==> src/rtl/ps2_rx_fifo_if.sv <==
// Pin and CPU-side signal bundle for the PS/2 receiver with FIFO.
// The receiver takes the slave view; the host/bench drives through master.
interface ps2_rx_fifo_if #(
  parameter int AW = 4
);
  logic          PS2C;
  logic          PS2D;
  logic          done;
  logic          clr_err;
  logic          rdy;
  logic [7:0]    data;
  logic          shift;
  logic [AW:0]   count;
  logic          perr;
  logic          ferr;
  logic          ovf;

  modport slave (
    input  PS2C, PS2D, done, clr_err,
    output rdy, data, shift, count, perr, ferr, ovf
  );

  modport master (
    output PS2C, PS2D, done, clr_err,
    input  rdy, data, shift, count, perr, ferr, ovf
  );
endinterface

==> src/rtl/ps2_rx_fifo.sv <==
// PS/2 device-to-host receiver: glitch-filtered clock, 11-bit frame check,
// inter-bit timeout and a byte FIFO with sticky error/overflow flags.
module ps2_rx_fifo #(
  parameter int AW      = 4,
  parameter int FILT    = 8,
  parameter int TIMEOUT = 50000
) (
  input logic          clk,
  input logic          rst,
  ps2_rx_fifo_if.slave bus
);
  localparam int FW = $clog2(FILT + 1);
  localparam int TW = $clog2(TIMEOUT + 1);

  function automatic logic odd_parity_ok(input logic [8:0] bits);
    return ^bits;
  endfunction

  function automatic logic framing_ok(input logic start_bit, input logic stop_bit);
    return ~start_bit & stop_bit;
  endfunction

  logic          ps2c_p0, ps2c_p1, ps2d_p0, ps2d_p1;
  logic [FW-1:0] filt_cnt;
  logic          ps2c_f;
  logic          shift_r;
  logic [3:0]    bitcnt;
  logic [9:0]    frame;
  logic [TW-1:0] to_cnt;
  logic          perr_r, ferr_r, ovf_r;
  logic [AW:0]   wr_ptr, rd_ptr;
  logic [7:0]    mem [2**AW];

  logic [AW:0] count;
  logic        rdy, full, pop, fall, eval, frm_ok, par_ok, push, drop, timeout;

  always_comb begin
    count   = wr_ptr - rd_ptr;
    rdy     = (count != '0);
    full    = (count == {1'b1, {AW{1'b0}}});
    pop     = bus.done & rdy;
    fall    = ps2c_f & ~ps2c_p1 & (filt_cnt == FW'(FILT - 1));
    eval    = shift_r & (bitcnt == 4'd10);
    // frame[0] is the start bit, frame[8:1] data, frame[9] parity; stop is live
    frm_ok  = framing_ok(frame[0], ps2d_p1);
    par_ok  = odd_parity_ok(frame[9:1]);
    push    = eval & frm_ok & par_ok & (~full | pop);
    drop    = eval & frm_ok & par_ok & full & ~pop;
    timeout = ~shift_r & (bitcnt != 4'd0) & (to_cnt == TW'(TIMEOUT - 1));
  end

  // Stage p0/p1: two-flop synchronisers, then the persistence filter
  always_ff @(posedge clk) begin
    if (rst) begin
      ps2c_p0  <= 1'b1;
      ps2c_p1  <= 1'b1;
      ps2d_p0  <= 1'b1;
      ps2d_p1  <= 1'b1;
      filt_cnt <= '0;
      ps2c_f   <= 1'b1;
      shift_r  <= 1'b0;
    end else begin
      ps2c_p0 <= bus.PS2C;
      ps2c_p1 <= ps2c_p0;
      ps2d_p0 <= bus.PS2D;
      ps2d_p1 <= ps2d_p0;
      shift_r <= fall;
      if (ps2c_p1 == ps2c_f) begin
        filt_cnt <= '0;
      end else if (filt_cnt == FW'(FILT - 1)) begin
        filt_cnt <= '0;
        ps2c_f   <= ps2c_p1;
      end else begin
        filt_cnt <= filt_cnt + 1'b1;
      end
    end
  end

  // Frame capture: shift in LSB-first so the start bit lands in frame[0]
  always_ff @(posedge clk) begin
    if (shift_r) frame <= {ps2d_p1, frame[9:1]};
  end

  always_ff @(posedge clk) begin
    if (rst) begin
      bitcnt <= '0;
      to_cnt <= '0;
    end else begin
      if (shift_r) bitcnt <= (bitcnt == 4'd10) ? 4'd0 : bitcnt + 4'd1;
      else if (timeout) bitcnt <= '0;
      if (shift_r || bitcnt == 4'd0 || timeout) to_cnt <= '0;
      else to_cnt <= to_cnt + 1'b1;
    end
  end

  // Sticky flags: a set in the same cycle as clr_err wins
  always_ff @(posedge clk) begin
    if (rst) begin
      perr_r <= 1'b0;
      ferr_r <= 1'b0;
      ovf_r  <= 1'b0;
    end else begin
      perr_r <= (perr_r & ~bus.clr_err) | (eval & frm_ok & ~par_ok);
      ferr_r <= (ferr_r & ~bus.clr_err) | (eval & ~frm_ok) | timeout;
      ovf_r  <= (ovf_r & ~bus.clr_err) | drop;
    end
  end

  always_ff @(posedge clk) begin
    if (rst) begin
      wr_ptr <= '0;
      rd_ptr <= '0;
    end else begin
      if (push) wr_ptr <= wr_ptr + 1'b1;
      if (pop)  rd_ptr <= rd_ptr + 1'b1;
    end
  end

  always_ff @(posedge clk) begin
    if (push) mem[wr_ptr[AW-1:0]] <= frame[8:1];
  end

  assign bus.rdy   = rdy;
  assign bus.data  = rdy ? mem[rd_ptr[AW-1:0]] : 8'h00;
  assign bus.shift = shift_r;
  assign bus.count = count;
  assign bus.perr  = perr_r;
  assign bus.ferr  = ferr_r;
  assign bus.ovf   = ovf_r;
endmodule

==> src/flat_wrapper.sv <==
// flat-port wrapper written by rule: the top's interface ports become plain ports
module ps2_rx_fifo_flat 
#(
  parameter int AW      = 4,
  parameter int FILT    = 8,
  parameter int TIMEOUT = 50000
)
  (clk, rst, bus_PS2C, bus_PS2D, bus_done, bus_clr_err, bus_rdy, bus_data, bus_shift, bus_count, bus_perr, bus_ferr, bus_ovf);
  ps2_rx_fifo_if #(.AW(AW)) bus_i ();
  input logic clk;
  input logic rst;
  input wire logic [$bits(bus_i.PS2C)-1:0] bus_PS2C;
  input wire logic [$bits(bus_i.PS2D)-1:0] bus_PS2D;
  input wire logic [$bits(bus_i.done)-1:0] bus_done;
  input wire logic [$bits(bus_i.clr_err)-1:0] bus_clr_err;
  output wire logic [$bits(bus_i.rdy)-1:0] bus_rdy;
  output wire logic [$bits(bus_i.data)-1:0] bus_data;
  output wire logic [$bits(bus_i.shift)-1:0] bus_shift;
  output wire logic [$bits(bus_i.count)-1:0] bus_count;
  output wire logic [$bits(bus_i.perr)-1:0] bus_perr;
  output wire logic [$bits(bus_i.ferr)-1:0] bus_ferr;
  output wire logic [$bits(bus_i.ovf)-1:0] bus_ovf;
  assign bus_i.PS2C = bus_PS2C;
  assign bus_i.PS2D = bus_PS2D;
  assign bus_i.done = bus_done;
  assign bus_i.clr_err = bus_clr_err;
  assign bus_rdy = bus_i.rdy;
  assign bus_data = bus_i.data;
  assign bus_shift = bus_i.shift;
  assign bus_count = bus_i.count;
  assign bus_perr = bus_i.perr;
  assign bus_ferr = bus_i.ferr;
  assign bus_ovf = bus_i.ovf;
  ps2_rx_fifo #(.AW(AW), .FILT(FILT), .TIMEOUT(TIMEOUT)) u_core (.clk(clk), .rst(rst), .bus(bus_i));
endmodule
==> config.mk <==
export PLATFORM = sky130hd
export DESIGN_NAME = ps2_rx_fifo_flat
export DESIGN_NICKNAME = d
export VERILOG_FILES = /design/src/rtl/ps2_rx_fifo_if.sv /design/src/rtl/ps2_rx_fifo.sv /design/src/flat_wrapper.sv
export SDC_FILE = /design/constraint.sdc
export NUM_CORES = 1
export LEC_CHECK = 0
export ABC_AREA = 1
export CAP_MARGIN = 20
export CORE_ASPECT_RATIO = 1.25
export CORE_MARGIN = 8
export CORE_UTILIZATION = 45
export CTS_CLUSTER_DIAMETER = 30
export DETAILED_ROUTE_END_ITERATION = 10
export PLACE_DENSITY_LB_ADDON = 0.25
export SYNTH_ARGS = -nofsm -noshare
export SYNTH_HDL_FRONTEND = slang
export SYNTH_SLANG_ARGS = --single-unit
export TNS_END_PERCENT = 20
==> constraint.sdc <==
create_clock -name clk -period 2.7 [get_ports clk]
set_input_delay 0.54 -clock clk [delete_from_list [all_inputs] [get_ports clk]]
set_output_delay 0.54 -clock clk [all_outputs]
set_load 0.02 [all_outputs]
==> impl_metrics.toml, run 1 <==
[outcome]
status = "finished, violations left"
failed_checks = "setup timing"

[worst_setup_path]
cp.arrival_ps = 2480
cp.buffers_inverters = 4
critPathKind = "flip-flop to output port"
crit_chain = "inv_2 > ha_4 > inv_4 > fa_2 > or2_1 > nor2_2 > inv_2 > nor2_4 > nand2_4 > nand2_2 > a31oi_1 > buf_4"
max_stage_delay_ps = 450
cp_data_required_time_ps = 2160
cp_common_cell = "inv_2"
crit_slowest_cell = "fa_2"
path_delay_family = "simple AND/OR/NAND/NOR gates"
path_max_fanout = 5
start_kind = "flip-flop"
end_kind = "output port"
startpoint = "u_core.wr_ptr[0]"
crit-reg2reg-launch = "u_core.wr_ptr[0]"

[sta]
period_minus_slack_ps = 3024
fin_tns_setup_ps = -2720
relSlewSlack = 0.5931
finalClockSkew_ps = 8.474
tightest_slew_ps = 608.6
slew_violations = 0
hold_violations = 0
max_freq_ghz = 0.3306
rsz0062_at_grt = "yes"
fin_ws_ps = -324.5
final.period_utilization = 1.120
setup_viol_count_final = 9

[floorplan]
core-area_um2 = 17360
ioPinCount = 24
rows = 54
die_w_um = 134.6
die_y_um = 164.3
start_util = 0.4558
dieArea_um2 = 22110

[synth]
ys_ff_latch = 185
synthCells = 746
yosysTopAreaCellShare = 0.5236
synthFlopType = "edfxtp_1"
yosys_warnings = 0
synthTopCellsByCount = "nand2_1 (188), edfxtp_1 (138), a21oi_1 (72), nand3_1 (59), inv_1 (50)"
yosysMostFrequentCell = "nand2_1"
synthesis.nets = 768
netlist_area_um2 = 7914
synth-edff-count = 138
ys_types = 40
synthArstFlopShare = 0
syn_area_per_cell_um2 = 10.61
yosys-top-cells-area = "edfxtp_1 (52%), dfxtp_1 (12%), nand2_1 (8.9%)"
ys_seq_area_frac = 0.6425
synth_largest_area_cell = "edfxtp_1"

[grt]
grt_pass1_wl_um = 28880
grt_util_all_layers = 0.1700
grt.met2_usage = 0.2849
top_usage_layer = "met2"
grt.overflow.total = 0
met3_usage = 0.03550
antenna_found_initial = 0
grt_use_met1 = 0.1969
grt_pass1_vias = 5675
grt_max_degree = 35

[layout]
drive_above_1_share = 0.2029
nets = 842
antenna_cells = 0
syn2layout_area_growth_pct = 20.22
nFillCells = 1532
stdcell_area_um2 = 9514

[place]
hpwlAfterDp_um = 12250
post-place-ws_ps = -337.5
postPlaceCellArea_um2 = 8745
portBuffers = 23
gp_congestion = 0.8631

[routing]
drtIter0Drc = 355
drt-total-wl_um = 17880
ant_nets = 0
route.vias.total = 5612
drcViolationCount = 0
drtPass1Iterations = 4
via_per_inst = 5.309
wl_per_cell_um = 16.91

[hold_path]
min-delay-start = "u_core.ps2d_p0"
hold_class = "flip-flop to flip-flop"

[power]
total_power_w = 0.006326
ir_drop_mv = 0.3874
pwr_density_cell_nw_per_um2 = 664.9
leakage_nw = 3.515

[clock_network]
cts_buffer_depth = 2
path_clk_slew_ps = 60
cts_hold_buffers = 0
cts_tree = "built"
clk_latency_ps = 420
cts_buffers = 17
cts_num_sinks = 185
cts_max_level = 4
cts_root_buffer = "clkbuf_16"

[run]
drv_cap = 0
==> cells in the final DEF, fill, tap and decap left out, types with 2 or more instances in the layout <==
cell type / netlist / layout
a22oi_1: 23 / 23
or2_0: 4 / 3
clkbuf_16: 0 / 18
nor3_2: 2 / 2
nand2_4: 5 / 8
inv_2: 4 / 5
or2_2: 6 / 6
xnor2_1: 4 / 4
a31oi_1: 9 / 7
inv_4: 1 / 5
a21oi_1: 72 / 72
nor2_4: 3 / 10
clkbuf_1: 11 / 4
buf_12: 0 / 4
nand2_1: 188 / 180
buf_6: 0 / 3
dfxtp_1: 47 / 44
nor3_1: 4 / 4
nor2_1: 44 / 29
nand4_1: 5 / 5
buf_4: 1 / 62
nor2_2: 7 / 15
clkbuf_8: 0 / 2
xor2_1: 6 / 6
o21ai_0: 6 / 6
dfxtp_2: 0 / 3
edfxtp_1: 138 / 138
bufinv_16: 0 / 2
inv_1: 50 / 47
clkinv_2: 0 / 3
nand2_2: 4 / 10
nand3_2: 2 / 3
clkdlybuf4s50_1: 0 / 10
ha_1: 15 / 14
nand3_1: 59 / 58
==> logic make-up after synthesis <==
family,after synthesis,synth area share
AOI/OAI and AO/OA,115,0.08301
xor gates and xnor gates,11,0.01312
adders and majority gates,16,0.02625
buffers and inverters,82,0.04174
DFF,185,0.6425
and+or+nand+nor,337,0.1934
==> per-layer routing <==
layer | wire length, um | share of wire
met5 | 0 | 0
met4 | 713 | 0.040
met3 | 830 | 0.046
met2 | 8934 | 0.50
met1 | 7398 | 0.41
==> path summary, 6_finish.rpt <==
kind	end	slack (ps)	cells past startpoint
max	bus_data[4]	-320	12
min	u_core.ps2d_p1	430	1
max reg2reg	u_core.mem[14][5]	0	14
min reg2reg	u_core.ps2d_p1	430	1
==> where the power goes <==
part | internal [W] | switching [W]
registers | 0.00303 | 0.0000116
clock network | 0.00146 | 0.00101
logic | 0.000327 | 0.000485
==> metrics by stage <==
stage / instances / hold slack [ps] / utilization
finish: 1057 / 427.5 / 0.5479
global placement: 1018 / 393.0 / 0.5036
floorplan: 746 / 389.5 / -
detailed placement: 1018 / 419.4 / 0.5036
CTS: 1056 / 434.0 / 0.5440
global route: 1057 / 439.6 / 0.5479
==> area by class of cell <==
class / count / area [um^2] / share of cell area
sequential: 185 / 5089 / 0.5349
multi-input combinational: 480 / 2654 / 0.2789
timing repair buffer: 81 / 693.2 / 0.07286
clock buffer: 24 / 493.0 / 0.05181
tap: 224 / 280.3 / 0.02946
inverter: 55 / 214.0 / 0.02249
clock inverter: 8 / 91.34 / 0.009600
==> state kept, by name, summed over array words and instances, names as in the netlist, 4 cells and up, named ones only <==
signal,cells
u_core.bitcnt,4
u_core.filt_cnt,4
u_core.frame,10
u_core.mem,128
u_core.rd_ptr,5
u_core.to_cnt,16
u_core.wr_ptr,5
==> timing repair <==
item                       CTS  global route
buffers inserted             5             1
hold endpoints to repair     0             0
gates cloned                 1             0
setup endpoints to repair  133           120
pin swaps                   13             6
gates resized for setup     95            16
(Power assumes the default switching activity.)
==> run 2, diff against run 1 <==
Settings changed: CORE_MARGIN 8 to unset, CORE_UTILIZATION 45 to 58, RECOVER_POWER set to 50.
==> run 2 against run 1 <==
Against the previous run:
- the run still ends with setup timing left
- hold slack worse by 14 ps
- via count up 2.6%
- setup slack worse by 43 ps
- clock skew down 2.9 ps
- die area down 36%
- critical path depth unchanged
- sequential cell count unchanged
- wire length down 0.60%
- register-to-register slack about the same
- sequential share of layout area up 0.28 points
- critical path type unchanged
- critical endpoint is now bus_data[0]
- largest cell class unchanged
==> impl_metrics.toml, run 2 (synthesis results as in run 1) <==
[grt]
grt_pass1_wl_um = 27830
grt_pass1_vias = 5652
grt.overflow.total = 0
antenna_found_initial = 0
grt_max_degree = 48
grt_util_all_layers = 0.2624

[sta]
tightest_slew_ps = 854.8
relSlewSlack = 0.4302
period_minus_slack_ps = 3067
fin_ws_ps = -367.1
finalClockSkew_ps = 5.614
setup_viol_count_final = 11
final.period_utilization = 1.136
slew_violations = 0
rsz0062_at_grt = "yes"
max_freq_ghz = 0.3260
hold_violations = 0
fin_tns_setup_ps = -2917

[floorplan]
die_w_um = 106.5
die_y_um = 132.6
dieArea_um2 = 14120
core-area_um2 = 13290
start_util = 0.5955
ioPinCount = 24
rows = 47

[worst_setup_path]
cp.arrival_ps = 2530
critPathKind = "flip-flop to output port"
crit_slowest_cell = "fa_2"
crit-reg2reg-launch = "u_core.wr_ptr[0]"
path_max_fanout = 5
start_kind = "flip-flop"
end_kind = "output port"
max_stage_delay_ps = 450
cp_common_cell = "inv_2"
cp_data_required_time_ps = 2160
r2r-end = "u_core.mem[8][4]"
reg2reg_depth = 18
crit_chain = "inv_2 > ha_4 > inv_4 > fa_2 > or2_1 > nor2_2 > inv_2 > nor2_4 > nand2_4 > nand2_2 > a31oi_1 > buf_4"
rrSetupSlack_ps = 0

[outcome]
failed_checks = "setup timing"
status = "finished, violations left"

[hold_path]
hold_depth = 1
hold_class = "flip-flop to flip-flop"
min-delay-start = "u_core.ps2d_p0"
holdPathEnd = "u_core.ps2d_p1"

[routing]
drcViolationCount = 0
drtIter0Drc = 424
wl_per_cell_um = 17.61
via_per_inst = 5.706
ant_nets = 0
drtPass1Iterations = 5
drt-total-wl_um = 17770
route.vias.total = 5757

[clock_network]
clk_latency_ps = 420
cts_max_level = 4
path_clk_slew_ps = 70
cts_root_buffer = "clkbuf_16"
cts_num_sinks = 185
cts_buffer_depth = 2
cts_tree = "built"
cts_buffers = 17

[layout]
nets = 847
final_core_util = 0.7122
largest_reg_flops = 128
stdcell_area_um2 = 9465
syn2layout_area_growth_pct = 19.60
final_common_cell = "nand2_1"
regArea_um2 = 5089
final_cells = 1009
multi_input_area_um2 = 2710
nFillCells = 936
drive_above_1_share = 0.1957
antenna_cells = 0
mostFrequentLayoutCells = "nand2_1 (181), edfxtp_1 (138), a21oi_1 (72), nand3_1 (59), buf_4 (54)"

[place]
post-place-ws_ps = -315.6
postPlaceCellArea_um2 = 8631
portBuffers = 23
dp.cells = 962
hpwlAfterDp_um = 11260
gp_congestion = 0.9872

[power]
pwr_density_cell_nw_per_um2 = 666.3
ir_drop_mv = 0.4839
leakage_nw = 3.440

[run]
drv_cap = 0
## run 2: cell types whose count changed in the layout (fill, tap and decap cells not counted), sizes merged
| cell | change |
|---|---|
| buf | -8 |
| clkbuf | +7 |
| clkinvlp | +4 |
| bufinv | +1 |
| clkdlybuf4s50 | -1 |
| clkinv | +1 |
| dlygate4sd3 | +1 |
## run 2: final cells by class
class                           count  share of cell area
Clock inverter                     14             0.01824
Multi-Input combinational cell    480              0.2863
Inverter                           55             0.02234
Tap cell                          171             0.02260
Timing Repair Buffer               86             0.06755
Clock buffer                       18             0.04534
Sequential cell                   185              0.5376
## run 2: how the worst max path moves through the flow
stage | cells after the start | to | from
after detailed placement | 12 | bus_data[6] | u_core.wr_ptr[0]
after floorplan | 11 | bus_data[0] | u_core.wr_ptr[0]
final | 12 | bus_data[0] | u_core.wr_ptr[0]
after CTS | 12 | bus_data[6] | u_core.wr_ptr[0]
after global routing | 12 | bus_data[0] | u_core.wr_ptr[0]
after global placement | 12 | bus_data[2] | u_core.wr_ptr[0]
## run 2: power by group
group	switching [W]	internal, W	leakage [nW]
logic	0.000467	0.000278	1.54
clock network	0.00106	0.00146	0.281
registers	0.0000114	0.00303	1.62
total	0.00154	0.00476	3.44
## run 2: repair_timing
| action | in CTS | in global routing |
|---|---|---|
| hold buffers | 0 | 0 |
| endpoints found under the setup margin | 133 | 131 |
| buffers inserted | 15 | 1 |
| resized for setup | 93 | 21 |
| gates cloned | 1 | 0 |
| pin swaps | 14 | 8 |
## run 2: layer usage
layer  global-route usage  up-vias  wire length (um)
li1                     -     2735                 -
met3              0.06749       45              1192
met1               0.3103     2728              6804
met5                    0        -                 0
met4               0.1020        0               542
met2               0.4563      249              9227
## run 2: worst max-delay path, delay by kind of cell, from the launching register on
family,cells,cell delay (ps)
buf+inv,4,330
fa+ha+maj,2,580
flops,1,330
simple gates,5,810
compound gates,1,40
## run 2: through the flow
stage	total power (W)	hold slack [ps]
finish	0.006307	413.1
floorplan	0.003541	389.5
global route	0.006488	419.6
detailed placement	0.003827	397.4
CTS	0.006296	413.1
global placement	0.003809	396.2
==> run 3, diff against run 2 <==
Clock period 2.7 ns to 3.4 ns, I/O delays scaled along.
==> run 3 against run 2 <==
Against the previous run:
- the run now ends clean
- clock power fell by 25%
- global-route usage down 2.0 points
- setup slack improved by 470 ps
- clock skew grew 2.9 ps
- sequential share of layout area increased by 2.8 points
- power decreased by 23%
==> impl_metrics.toml, run 3 (synthesis results as in run 1) <==
[floorplan]
ioPinCount = 24
dieArea_um2 = 14120
core-area_um2 = 13290
start_util = 0.5955
rows = 47
die_w_um = 106.5
die_y_um = 132.6

[sta]
rsz0062_at_grt = "no"
fin_tns_setup_ps = 0
max_freq_ghz = 0.3036
finalClockSkew_ps = 8.511
final.period_utilization = 0.9688
hold_violations = 0
hold_slack_ps = 408.3
slew_violations = 0
relSlewSlack = 0.3859
setup_viol_count_final = 0
period_minus_slack_ps = 3294
tightest_slew_ps = 921.2

[clock_network]
cts_root_buffer = "clkbuf_16"
path_clk_slew_ps = 60
cts_hold_buffers = 0
cts_tree = "built"
cts_buffer_depth = 2
clk_latency_ps = 410
cts_max_level = 4
cts_num_sinks = 185
cts_buffers = 17

[layout]
largest_reg_flops = 128
mostFrequentLayoutCells = "nand2_1 (187), edfxtp_1 (138), a21oi_1 (72), nand3_1 (59), inv_1 (51)"
nets = 811
antenna_cells = 0
syn2layout_area_growth_pct = 13.82
drive_above_1_share = 0.1247
final_core_util = 0.6777
final_common_cell = "nand2_1"

[worst_setup_path]
critPathKind = "flip-flop to output port"
path_max_fanout = 5
max_stage_delay_ps = 470
cp_data_required_time_ps = 2720
rrSetupSlack_ps = 390
cp.arrival_ps = 2610
crit_chain = "inv_2 > ha_2 > inv_2 > fa_2 > or2_1 > nor2_2 > inv_2 > nor2_4 > nand2_4 > dlygate4sd2_1"
start_kind = "flip-flop"
cp.buffers_inverters = 4
crit_slowest_cell = "fa_2"
cp_common_cell = "inv_2"
path_delay_family = "simple AND/OR/NAND/NOR gates"
end_kind = "output port"

[routing]
via_per_inst = 5.637
drtIter0Drc = 400
drcViolationCount = 0
drt-total-wl_um = 16570
ant_nets = 0
wl_per_cell_um = 17.03
route.vias.total = 5485
drtPass1Iterations = 6

[power]
pwr_density_cell_nw_per_um2 = 537.9
ir_drop_mv = 0.3872
total_power_w = 0.004845
leakage_nw = 3.328

[grt]
grt.overflow.total = 0
antenna_found_initial = 0
grt_use_met1 = 0.2902
grt.met2_usage = 0.4311
grt_max_degree = 65
grt_pass1_vias = 5402
met3_usage = 0.04236
grt_util_all_layers = 0.2428
top_usage_layer = "met2"
grt_pass1_wl_um = 25900

[place]
hpwlAfterDp_um = 10560
portBuffers = 23
gp_congestion = 0.9374

[hold_path]
hold_class = "flip-flop to flip-flop"

[outcome]
status = "complete, no violations"

[run]
drv_cap = 0
[run 3: cell count changes in the layout (fill, tap and decap cells not counted), sizes merged]
cell | previous run | this run
buf | 62 | 22
clkbuf | 31 | 39
clkinv | 5 | 1
bufinv | 3 | 0
clkinvlp | 4 | 1
dlygate4sd3 | 1 | 4
inv | 57 | 59
clkdlybuf4s50 | 9 | 10
[run 3: power breakdown]
| group | internal (W) | switching, W |
|---|---|---|
| Combinational | 0.000179 | 0.000349 |
| Clock | 0.00112 | 0.000776 |
| Sequential | 0.00240 | 0.0000148 |
| Total | 0.00370 | 0.00114 |
[run 3: final timing paths]
kind                             to  cells past startpoint              from
setup / recovery            bus_rdy                     10  u_core.wr_ptr[0]
hold / removal       u_core.ps2d_p1                      1    u_core.ps2d_p0
setup reg to reg  u_core.mem[13][3]                     11   u_core.frame[2]
hold reg to reg      u_core.ps2d_p1                      1    u_core.ps2d_p0
[run 3: layer usage]
| layer | up-vias | share of wire |
|---|---|---|
| met4 | 0 | 0.019 |
| met2 | 185 | 0.52 |
| met1 | 2613 | 0.41 |
| met5 | - | 0 |
| met3 | 33 | 0.056 |
| li1 | 2654 | - |
[run 3: metrics by stage]
step / setup WS [ps] / cells / instance area, um^2
final: 106.2 / 973 / 9007
after global routing: 3.704 / 973 / 9007
after CTS: -60.30 / 971 / 9042
after detailed placement: 150.4 / 939 / 8458
after global placement: 241.0 / 939 / 8458
after floorplan: 580.2 / 746 / 7914
[run 3: repair_timing]
item | CTS | global route
pin swaps | 0 | 6
setup buffers | 0 | 1
cloned | 0 | 1
gates resized for setup | 17 | 28
endpoints found under the setup margin | 9 | 9
endpoints found under the hold margin | 0 | 0
[run 3: final cells by class]
cell class                 instances  area (um^2)
multi-input combinational        480         2517
timing repair buffer              50        390.4
sequential                       185         5091
fill                             984         4283
clock buffer                      26        553.0
clock inverter                     6        32.53
inverter                          55        209.0
tap                              171        214.0
